**config.mk**
```make
export PLATFORM = sky130hd
export DESIGN_NAME = arb_burst_agent
export DESIGN_NICKNAME = d
export VERILOG_FILES = /design/src/rtl/arb_burst_agent.sv
export SDC_FILE = /design/constraint.sdc
export NUM_CORES = 1
export LEC_CHECK = 0
export ABC_AREA = 1
export CORE_MARGIN = 2
export CORE_UTILIZATION = 50
export DETAILED_ROUTE_END_ITERATION = 7
export GPL_TIMING_DRIVEN = 1
export HOLD_SLACK_MARGIN = 0.1
export PLACE_DENSITY = 0.86
export SKIP_CTS_REPAIR_TIMING = 1
export SLEW_MARGIN = 30
export SYNTH_ARGS = -nofsm -noshare
export SYNTH_HDL_FRONTEND = slang
export SYNTH_SLANG_ARGS = --single-unit
```
**constraint.sdc**
```tcl
create_clock -name clk -period 2.4 [get_ports clk]
set_clock_uncertainty 0.1 [all_clocks]
set_input_delay 0.24 -clock clk [delete_from_list [all_inputs] [get_ports clk]]
set_output_delay 0.24 -clock clk [all_outputs]
set_load 0.02 [all_outputs]
```
**src/rtl/arb_burst_agent.sv**
```systemverilog
// Requester-side agent for a 4-way round-robin arbiter: queues per-client burst
// commands, drives req, and plays the granted client's burst onto a shared bus.
module arb_burst_agent #(
  parameter int unsigned DATA_W     = 8,
  parameter int unsigned LEN_W      = 4,
  parameter int unsigned FIFO_DEPTH = 2
) (
  input  logic                clk,
  input  logic                rst_n,
  input  logic [3:0]          cmd_valid,
  output logic [3:0]          cmd_ready,
  input  logic [4*LEN_W-1:0]  cmd_len,
  input  logic [4*DATA_W-1:0] cmd_base,
  output logic [3:0]          req,
  input  logic [3:0]          grant,
  output logic                bus_valid,
  input  logic                bus_ready,
  output logic [1:0]          bus_id,
  output logic [DATA_W-1:0]   bus_data,
  output logic                bus_last,
  output logic                busy,
  output logic                grant_err
);

  localparam int unsigned NCH   = 4;
  localparam int unsigned PTR_W = $clog2(FIFO_DEPTH);
  localparam int unsigned CNT_W = $clog2(FIFO_DEPTH) + 1;

  typedef enum logic [1:0] {ST_IDLE, ST_BURST, ST_GAP} state_t;

  state_t             r_state;
  state_t             w_state_nxt;

  logic [LEN_W-1:0]   r_fifo_len  [NCH][FIFO_DEPTH];
  logic [DATA_W-1:0]  r_fifo_base [NCH][FIFO_DEPTH];
  logic [PTR_W-1:0]   r_wptr [NCH];
  logic [PTR_W-1:0]   r_rptr [NCH];
  logic [CNT_W-1:0]   r_cnt  [NCH];
  logic [CNT_W-1:0]   w_cnt_nxt [NCH];

  logic [1:0]         r_owner;
  logic [LEN_W-1:0]   r_len;
  logic [DATA_W-1:0]  r_base;
  logic [LEN_W-1:0]   r_beat;
  logic [1:0]         w_owner_nxt;
  logic [LEN_W-1:0]   w_len_nxt;
  logic [DATA_W-1:0]  w_base_nxt;
  logic [LEN_W-1:0]   w_beat_nxt;

  logic [3:0]         r_cmd_ready;
  logic [3:0]         r_req;
  logic               r_bus_valid;
  logic [1:0]         r_bus_id;
  logic [DATA_W-1:0]  r_bus_data;
  logic               r_bus_last;
  logic               r_busy;
  logic               r_grant_err;

  logic [3:0]         w_push;
  logic [3:0]         w_pop;
  logic [3:0]         w_req_nxt;
  logic [1:0]         w_gnt_idx;
  logic               w_multi;
  logic               w_onehot;

  assign cmd_ready = r_cmd_ready;
  assign req       = r_req;
  assign bus_valid = r_bus_valid;
  assign bus_id    = r_bus_id;
  assign bus_data  = r_bus_data;
  assign bus_last  = r_bus_last;
  assign busy      = r_busy;
  assign grant_err = r_grant_err;

  // Grant decode: multi-hot detection and index of the (assumed single) set bit.
  assign w_multi  = (grant & (grant - 4'd1)) != 4'd0;
  assign w_onehot = (grant != 4'd0) && !w_multi;

  always_comb begin
    w_gnt_idx = 2'd0;
    for (int i = 0; i < NCH; i++) begin
      if (grant[i]) w_gnt_idx = 2'(i);
    end
  end

  // Readiness comes from the registered count only, so a pop never frees a slot in the same cycle.
  assign w_push = cmd_valid & r_cmd_ready;

  always_ff @(posedge clk or negedge rst_n) begin
    if (!rst_n) r_state <= ST_IDLE;
    else        r_state <= w_state_nxt;
  end

  // Next-state and burst-context logic.
  always_comb begin
    w_state_nxt = r_state;
    w_owner_nxt = r_owner;
    w_len_nxt   = r_len;
    w_base_nxt  = r_base;
    w_beat_nxt  = r_beat;
    w_pop       = 4'd0;
    case (r_state)
      ST_IDLE: begin
        if (w_onehot && ((grant & r_req) != 4'd0)) begin
          w_state_nxt        = ST_BURST;
          w_owner_nxt        = w_gnt_idx;
          w_pop[w_gnt_idx]   = 1'b1;
          w_len_nxt          = r_fifo_len[w_gnt_idx][r_rptr[w_gnt_idx]];
          w_base_nxt         = r_fifo_base[w_gnt_idx][r_rptr[w_gnt_idx]];
          w_beat_nxt         = '0;
        end
      end
      ST_BURST: begin
        if (bus_ready) begin
          if (r_beat == r_len) w_state_nxt = ST_GAP;
          else                 w_beat_nxt  = r_beat + LEN_W'(1);
        end
      end
      ST_GAP:  w_state_nxt = ST_IDLE;
      default: w_state_nxt = ST_IDLE;
    endcase
  end

  // Next counts and request lines, so req can be registered without a combinational path.
  always_comb begin
    w_req_nxt = 4'd0;
    for (int i = 0; i < NCH; i++) begin
      w_cnt_nxt[i] = r_cnt[i] + CNT_W'(w_push[i]) - CNT_W'(w_pop[i]);
      w_req_nxt[i] = (w_cnt_nxt[i] != '0) &&
                     !((w_state_nxt != ST_IDLE) && (w_owner_nxt == 2'(i)));
    end
  end

  always_ff @(posedge clk) begin
    for (int i = 0; i < NCH; i++) begin
      if (w_push[i]) begin
        r_fifo_len[i][r_wptr[i]]  <= cmd_len[i*LEN_W +: LEN_W];
        r_fifo_base[i][r_wptr[i]] <= cmd_base[i*DATA_W +: DATA_W];
      end
    end
  end

  always_ff @(posedge clk or negedge rst_n) begin
    if (!rst_n) begin
      for (int i = 0; i < NCH; i++) begin
        r_wptr[i] <= '0;
        r_rptr[i] <= '0;
        r_cnt[i]  <= '0;
      end
      r_owner     <= 2'd0;
      r_len       <= '0;
      r_base      <= '0;
      r_beat      <= '0;
      r_cmd_ready <= 4'b1111;
      r_req       <= 4'd0;
      r_bus_valid <= 1'b0;
      r_bus_id    <= 2'd0;
      r_bus_data  <= '0;
      r_bus_last  <= 1'b0;
      r_busy      <= 1'b0;
      r_grant_err <= 1'b0;
    end else begin
      for (int i = 0; i < NCH; i++) begin
        if (w_push[i]) r_wptr[i] <= r_wptr[i] + PTR_W'(1);
        if (w_pop[i])  r_rptr[i] <= r_rptr[i] + PTR_W'(1);
        r_cnt[i]       <= w_cnt_nxt[i];
        r_cmd_ready[i] <= w_cnt_nxt[i] != CNT_W'(FIFO_DEPTH);
      end
      r_owner     <= w_owner_nxt;
      r_len       <= w_len_nxt;
      r_base      <= w_base_nxt;
      r_beat      <= w_beat_nxt;
      r_req       <= w_req_nxt;
      r_bus_valid <= w_state_nxt == ST_BURST;
      r_bus_id    <= w_owner_nxt;
      r_bus_data  <= (w_state_nxt == ST_BURST) ? (w_base_nxt + DATA_W'(w_beat_nxt)) : '0;
      r_bus_last  <= (w_state_nxt == ST_BURST) && (w_beat_nxt == w_len_nxt);
      r_busy      <= w_state_nxt != ST_IDLE;
      r_grant_err <= w_multi;
    end
  end

endmodule

```
# Word-level counts from Yosys, hierarchy flattened
# Memories as Yosys holds them, arrays and structs flattened.
# Cells that the tools add are included.
# totals
register_bits	56
latch_bits	0
ramBits	96
rom_bits	0
wordCells	167
memories	2
# op_classes
addsub	19
n_mul	0
div	0
magnitude_cmp	12
n_eq_ne	11
n_shift	0
n_mux	59
bitwise	9
n_reduce_logical	31
# mem_list
name	depth	width	rd	rd_clocked_by_memory_dff	write_ports	line_no	text
r_fifo_base	4	16	1	0	4	35	logic [DATA_W-1:0] r_fifo_base [NCH][FIFO_DEPTH];
r_fifo_len	4	8	1	0	4	34	logic [LEN_W-1:0] r_fifo_len [NCH][FIFO_DEPTH];
# ops
op	count
$mux 8	14
$mux 16	4
$mux 4	14
$demux 8 s1	4
$demux 4 s1	4
$logic_and 1x1->1	16
$mux 2	7
$and 4x4->4	3
$reduce_bool 4->1	3
$ge 2x2->1 const B	5
$not 1->2	5
$reduce_bool 2->1	5
$add 1x1->1 const B	8
$add 2x1->2	4
$add 8x4->8	1
$eq 4x4->1	2
$lt 2x1->1 const B	4
$mux 1	8
$ne 2x2->1 const B	4
$pmux 4 s2	1
$sub 2x1->2	4
$eq 2x1->1 const B	3
$logic_not 1->1	5
$add 4x1->4 const B	1
10 further kinds	12

# Longest topological paths before layout
# logic_depth
word_depth	15
ltp_mapped	21

# Worst setup path before layout
# No wires, ideal clock.
# synth_path
path_type	in2reg
from	input grant[1]
to	register r_bus_data[6] (netlist: bus_data[6])
setup_ps	117
arrival_time_ps	2469
t_required_ps	2183
slack_ps	-286
stages	18
path_buffers	3
path_cell_list	buf_4 -> buf_4 -> nor2_4 -> buf_2 -> a22o_1 -> a221oi_1 -> nand2_1 -> nand3_1 -> nand2_1 -> ha_1 -> inv_1 -> fa_1 -> o31ai_1 -> nand2_1 -> inv_2 -> nand2_1 -> nand2_1 -> a21oi_2
# synth_via
elab_chain_cells	15
word_cells_on_any_way	30
# synth_rtl
item	line_no	text
from (decl)	15	input logic [3:0] grant,
$mux 1	82	if (grant[i]) w_gnt_idx = 2'(i);
$mux 2 (2 in series)	82	
$not 2->3 (implied by the code)	109	w_base_nxt = r_fifo_base[w_gnt_idx][r_rptr[w_gnt_idx]];
$bmux 1 s2	109	
$mux 1 (implied by the code) (2 in series)	109	
$not 1->2 (implied by the code)	109	
$mux 8 (implied by the code) (3 in series)	109	
$mux 8 (*)	104	if (w_onehot && ((grant & r_req) != 4'd0)) begin
$mux 8 (*)	102	case (r_state)
named net w_base_nxt[0]	47	logic [DATA_W-1:0] w_base_nxt;
$add 8x4->8 (*)	176	r_bus_data <= (w_state_nxt == ST_BURST) ? (w_base_nxt + DATA_W'(w_beat_nxt)) : '0;
$mux 8 (*)	176	
to (signal assigned)	176	
to (decl)	54	logic [DATA_W-1:0] r_bus_data;
# Mark *: on every way through the listed nets, which the timed path passes. The rest lies on a longest branch. The select of a mux whose other input is x is not followed.
# A chain may end at the register's enable or synchronous reset.

# Final worst setup path
# layout_path
from	register r_beat[3]
to	register r_bus_data[7] (netlist: bus_data[7])
# layout_via
elab_chain_cells	6
word_cells_on_any_way	12
# layout_rtl
item	line_no	text
from (decl)	44	logic [LEN_W-1:0] r_beat;
from (signal assigned)	172	r_beat <= w_beat_nxt;
$eq 4x4->1	115	if (r_beat == r_len) w_state_nxt = ST_GAP;
$mux 4	115	
$mux 4	114	if (bus_ready) begin
$pmux 4 s2	102	
named net w_beat_nxt[0]	48	logic [LEN_W-1:0] w_beat_nxt;
$add 8x4->8	176	
$mux 8	176	
# The timed path passes the listed nets, and every way through them passes these cells.

==> out/metrics.cfg <==
[global_routing]
grt.total_usage_pct = 24.26
grt_max_degree = 30
grt_pass1_vias = 5123
antenna_found_initial = 0
grt_remaining_overflow = 0
grt_pass1_wl_mm = 25.94

[synthesis]
yosysWarningCount = 0
netlist_area_um2 = 6528
synthSimpleGateAreaFrac_pct = 20.01
synth_top_family_by_area = simple AND/OR/NAND/NOR gates
synthDistinctLibCells = 38
synth_seq_area_share_pct = 65.71
syn_avg_cell_area_um2 = 11.18
syn_nets = 657
synthCells = 584
synth_fa_ha_area_share_pct = 2.799
post_synth_mux_area_share_pct = 0
synth_xor_area_share_pct = 2.013
synth_compound_area_share_pct = 3.949
ys_ff_latch = 152

[job]
max-cap-violations = 0

[critical_path]
startpoint_type = flip-flop
critPathKind = reg -> reg
worstPathRequired_ns = 2.62
critPathArrivalTime_ns = 2.97
crit_path_start = r_beat[3]
cp_max_fo = 4
worst_setup_path_end_kind = flip-flop
reg2reg_from = r_beat[3]

[clocking]
clk_pin_slew_ns = 0.06
cts.sinks = 152
cts_root_buf = clkbuf_16
cts_tree = built
cts_buffer_depth = 2
cts_max_level = 4
clkLatencyLatePin_ns = 0.43
cts_buffers = 17

[floorplan]
die-area_um2 = 13990
coreArea_um2 = 12670
io_pins = 81
die_x_um = 118.3
die_h_um = 118.3
rows = 41
start_util_pct = 51.52

[sta]
setup_ws_ns = -0.3423
slew_headroom_pct = 49.58
tightest_slew_ns = 0.7563
report.final.slew_viol_count = 0
setup_viol = 15
hold_viol = 0
fmax_ghz = 0.3647
fin_crit_sh_pct = 114.3
fin_crit_ns = 2.742
rsz0062_at_grt = true
whs_ns = 0.2380

[outcome]
violations = setup timing
status = finished with violations

[route]
drc_errors = 0
ant_nets = 0
detail_route.iter0.violations = 739
dr.pass1.iters = 5
wl_per_cell_um = 21.08
vias_per_cell = 5.649
num_vias = 5440
drt-total-wl_mm = 20.30

[place]
dp.cells = 903
dpl.hpwl_mm = 11.69
gp_congestion = 0.9144
dp_slack_ns = -0.8579
port_buffers = 80

[pwr]
power_density_nw_per_um2 = 1249
ir_drop_mv = 0.8862
leakage_uw = 0.004060
p_total_uw = 11770

[min_path]
hold_class = in -> reg
hp-start = grant[3]

[layout]
final_core_util_pct = 74.40
n_antenna_cell = 0
fin_cells = 963
area_growth_pct = 44.41
drive_above_1_share_pct = 33.50
nets = 851
nFillCells = 713

==> worst max-delay path, cell delays in order (launching register included) <==
cell and delay [ns]:
dfrtp_1 0.40, inv_1 0.08, nand2_1 0.06, nand2_1 0.05, nor2_1 0.15, nand2_2 0.11, nand3_4 0.10, nand2_1 0.10
nand3_4 0.12, inv_4 0.05, ha_4 0.16, buf_4 0.13, a21oi_2 0.18, nor2_2 0.07, nor2_1 0.20, nor2_2 0.08
nor2_2 0.14, nand3b_4 0.15, nor2_1 0.04, nor2_1 0.08, nor2_1 0.05
==> synthesized netlist by cell type (all sizes together) <==
cell type    n  share of area, %
or2          1             0.096
xnor2        8               1.1
nand4        3              0.29
buf         13               1.7
dfrtp       52                20
nand3b       4              0.57
dfstp        4               1.6
a31oi        5              0.48
nor2        71               4.5
inv         63               3.7
nand3       56               5.0
edfxtp      96                44
o21ai       10              0.88
a221oi       8               1.1
clkbuf       2              0.12
a21oi        7              0.59
a22o         6              0.81
nor3         4              0.38
nand2      149               9.2
fa           1              0.31
o31ai        1              0.12
xor2         7              0.94
ha          13               2.5
==> path summary, 6_finish.rpt <==
| kind | end | slack, ns | cells past startpoint |
|---|---|---|---|
| worst min register to register | r_rptr[0] | 0.40 | 2 |
| worst max-delay path | bus_data[7] | -0.34 | 20 |
| worst min-delay path | r_rptr[0] | 0.24 | 5 |
| min in group asynchronous | bus_data[0] | 0.31 | 2 |
| max in group asynchronous | cmd_ready[2] | 1.19 | 3 |
| worst max register to register | bus_data[7] | -0.34 | 20 |
==> layout by cell type, fill, tap and decap left out, types with 7 or more instances in the layout <==
cell type        synthesis  layout
xor2_1                   7       7
nand2_1                137     125
buf_4                    5      98
nand3_2                  9      11
dfrtp_1                 52      51
nand3_1                 47      41
clkbuf_16                0      18
inv_2                    7      16
ha_4                     0      11
nor2_2                   5      13
edfxtp_1                96      96
nor2_1                  64      53
a221oi_2                 0       8
inv_1                   54      40
nand2_2                 10      19
clkdlybuf4s50_1          0      76
==> logic make-up (layout without fill, tap and decap cells) <==
logic type      Yosys count  count (layout)
simple gates            288             289
flops                   152             152
buf+inv                  78             284
compound gates           37              37
xor+xnor                 15              15
fa+ha+maj                14              14
==> stage by stage <==
stage | setup TNS, ns | instance area [um^2]
3_5_place_dp | -15.87 | 8075
2_1_floorplan | -0.1237 | 6574
4_1_cts | -5.392 | 8651
6_report | -2.330 | 9427
5_1_grt | -3.746 | 9427
3_3_place_gp | -13.41 | 8075
==> state kept, by name (all words and copies together), names as in the netlist <==
signal and flops:
req 4, busy 1, r_base 8, grant_err 1, r_rptr 4, bus_last 1, r_fifo_len 32, cmd_ready 4
bus_id 2, bus_data 8, r_wptr 4, bus_valid 1, r_beat 4, r_state 2, r_cnt 8, r_fifo_base 64
r_len 4
==> report_power, final <==
group / internal [uW] / total [uW] / switching [uW]
clock network: 1530 / 2640 / 1100
logic: 2240 / 5060 / 2820
registers: 3660 / 4070 / 409
==> per-layer routing <==
metal  global-route usage [%]  vias to the layer above  routed length, um
met1                    29.98                     2624               7530
met4                    9.111                        0                809
met5                        0                        -                  0
li1                         -                     2341                  -
met3                    5.695                       80               1723
met2                    41.44                      395              10240
==> area by class of cell <==
class                   count  area (um^2)  share of cell area (%)
flip-flops and latches    152         4290                   45.51
clock buffers              18        429.2                   4.553
well taps                 172        215.2                   2.283
multi-input cells         355         2390                   25.35
repair buffers            189         1687                   17.89
inverters                  63        269.0                   2.854
clock inverters            14        146.4                   1.553
(Power assumes the default switching activity.)
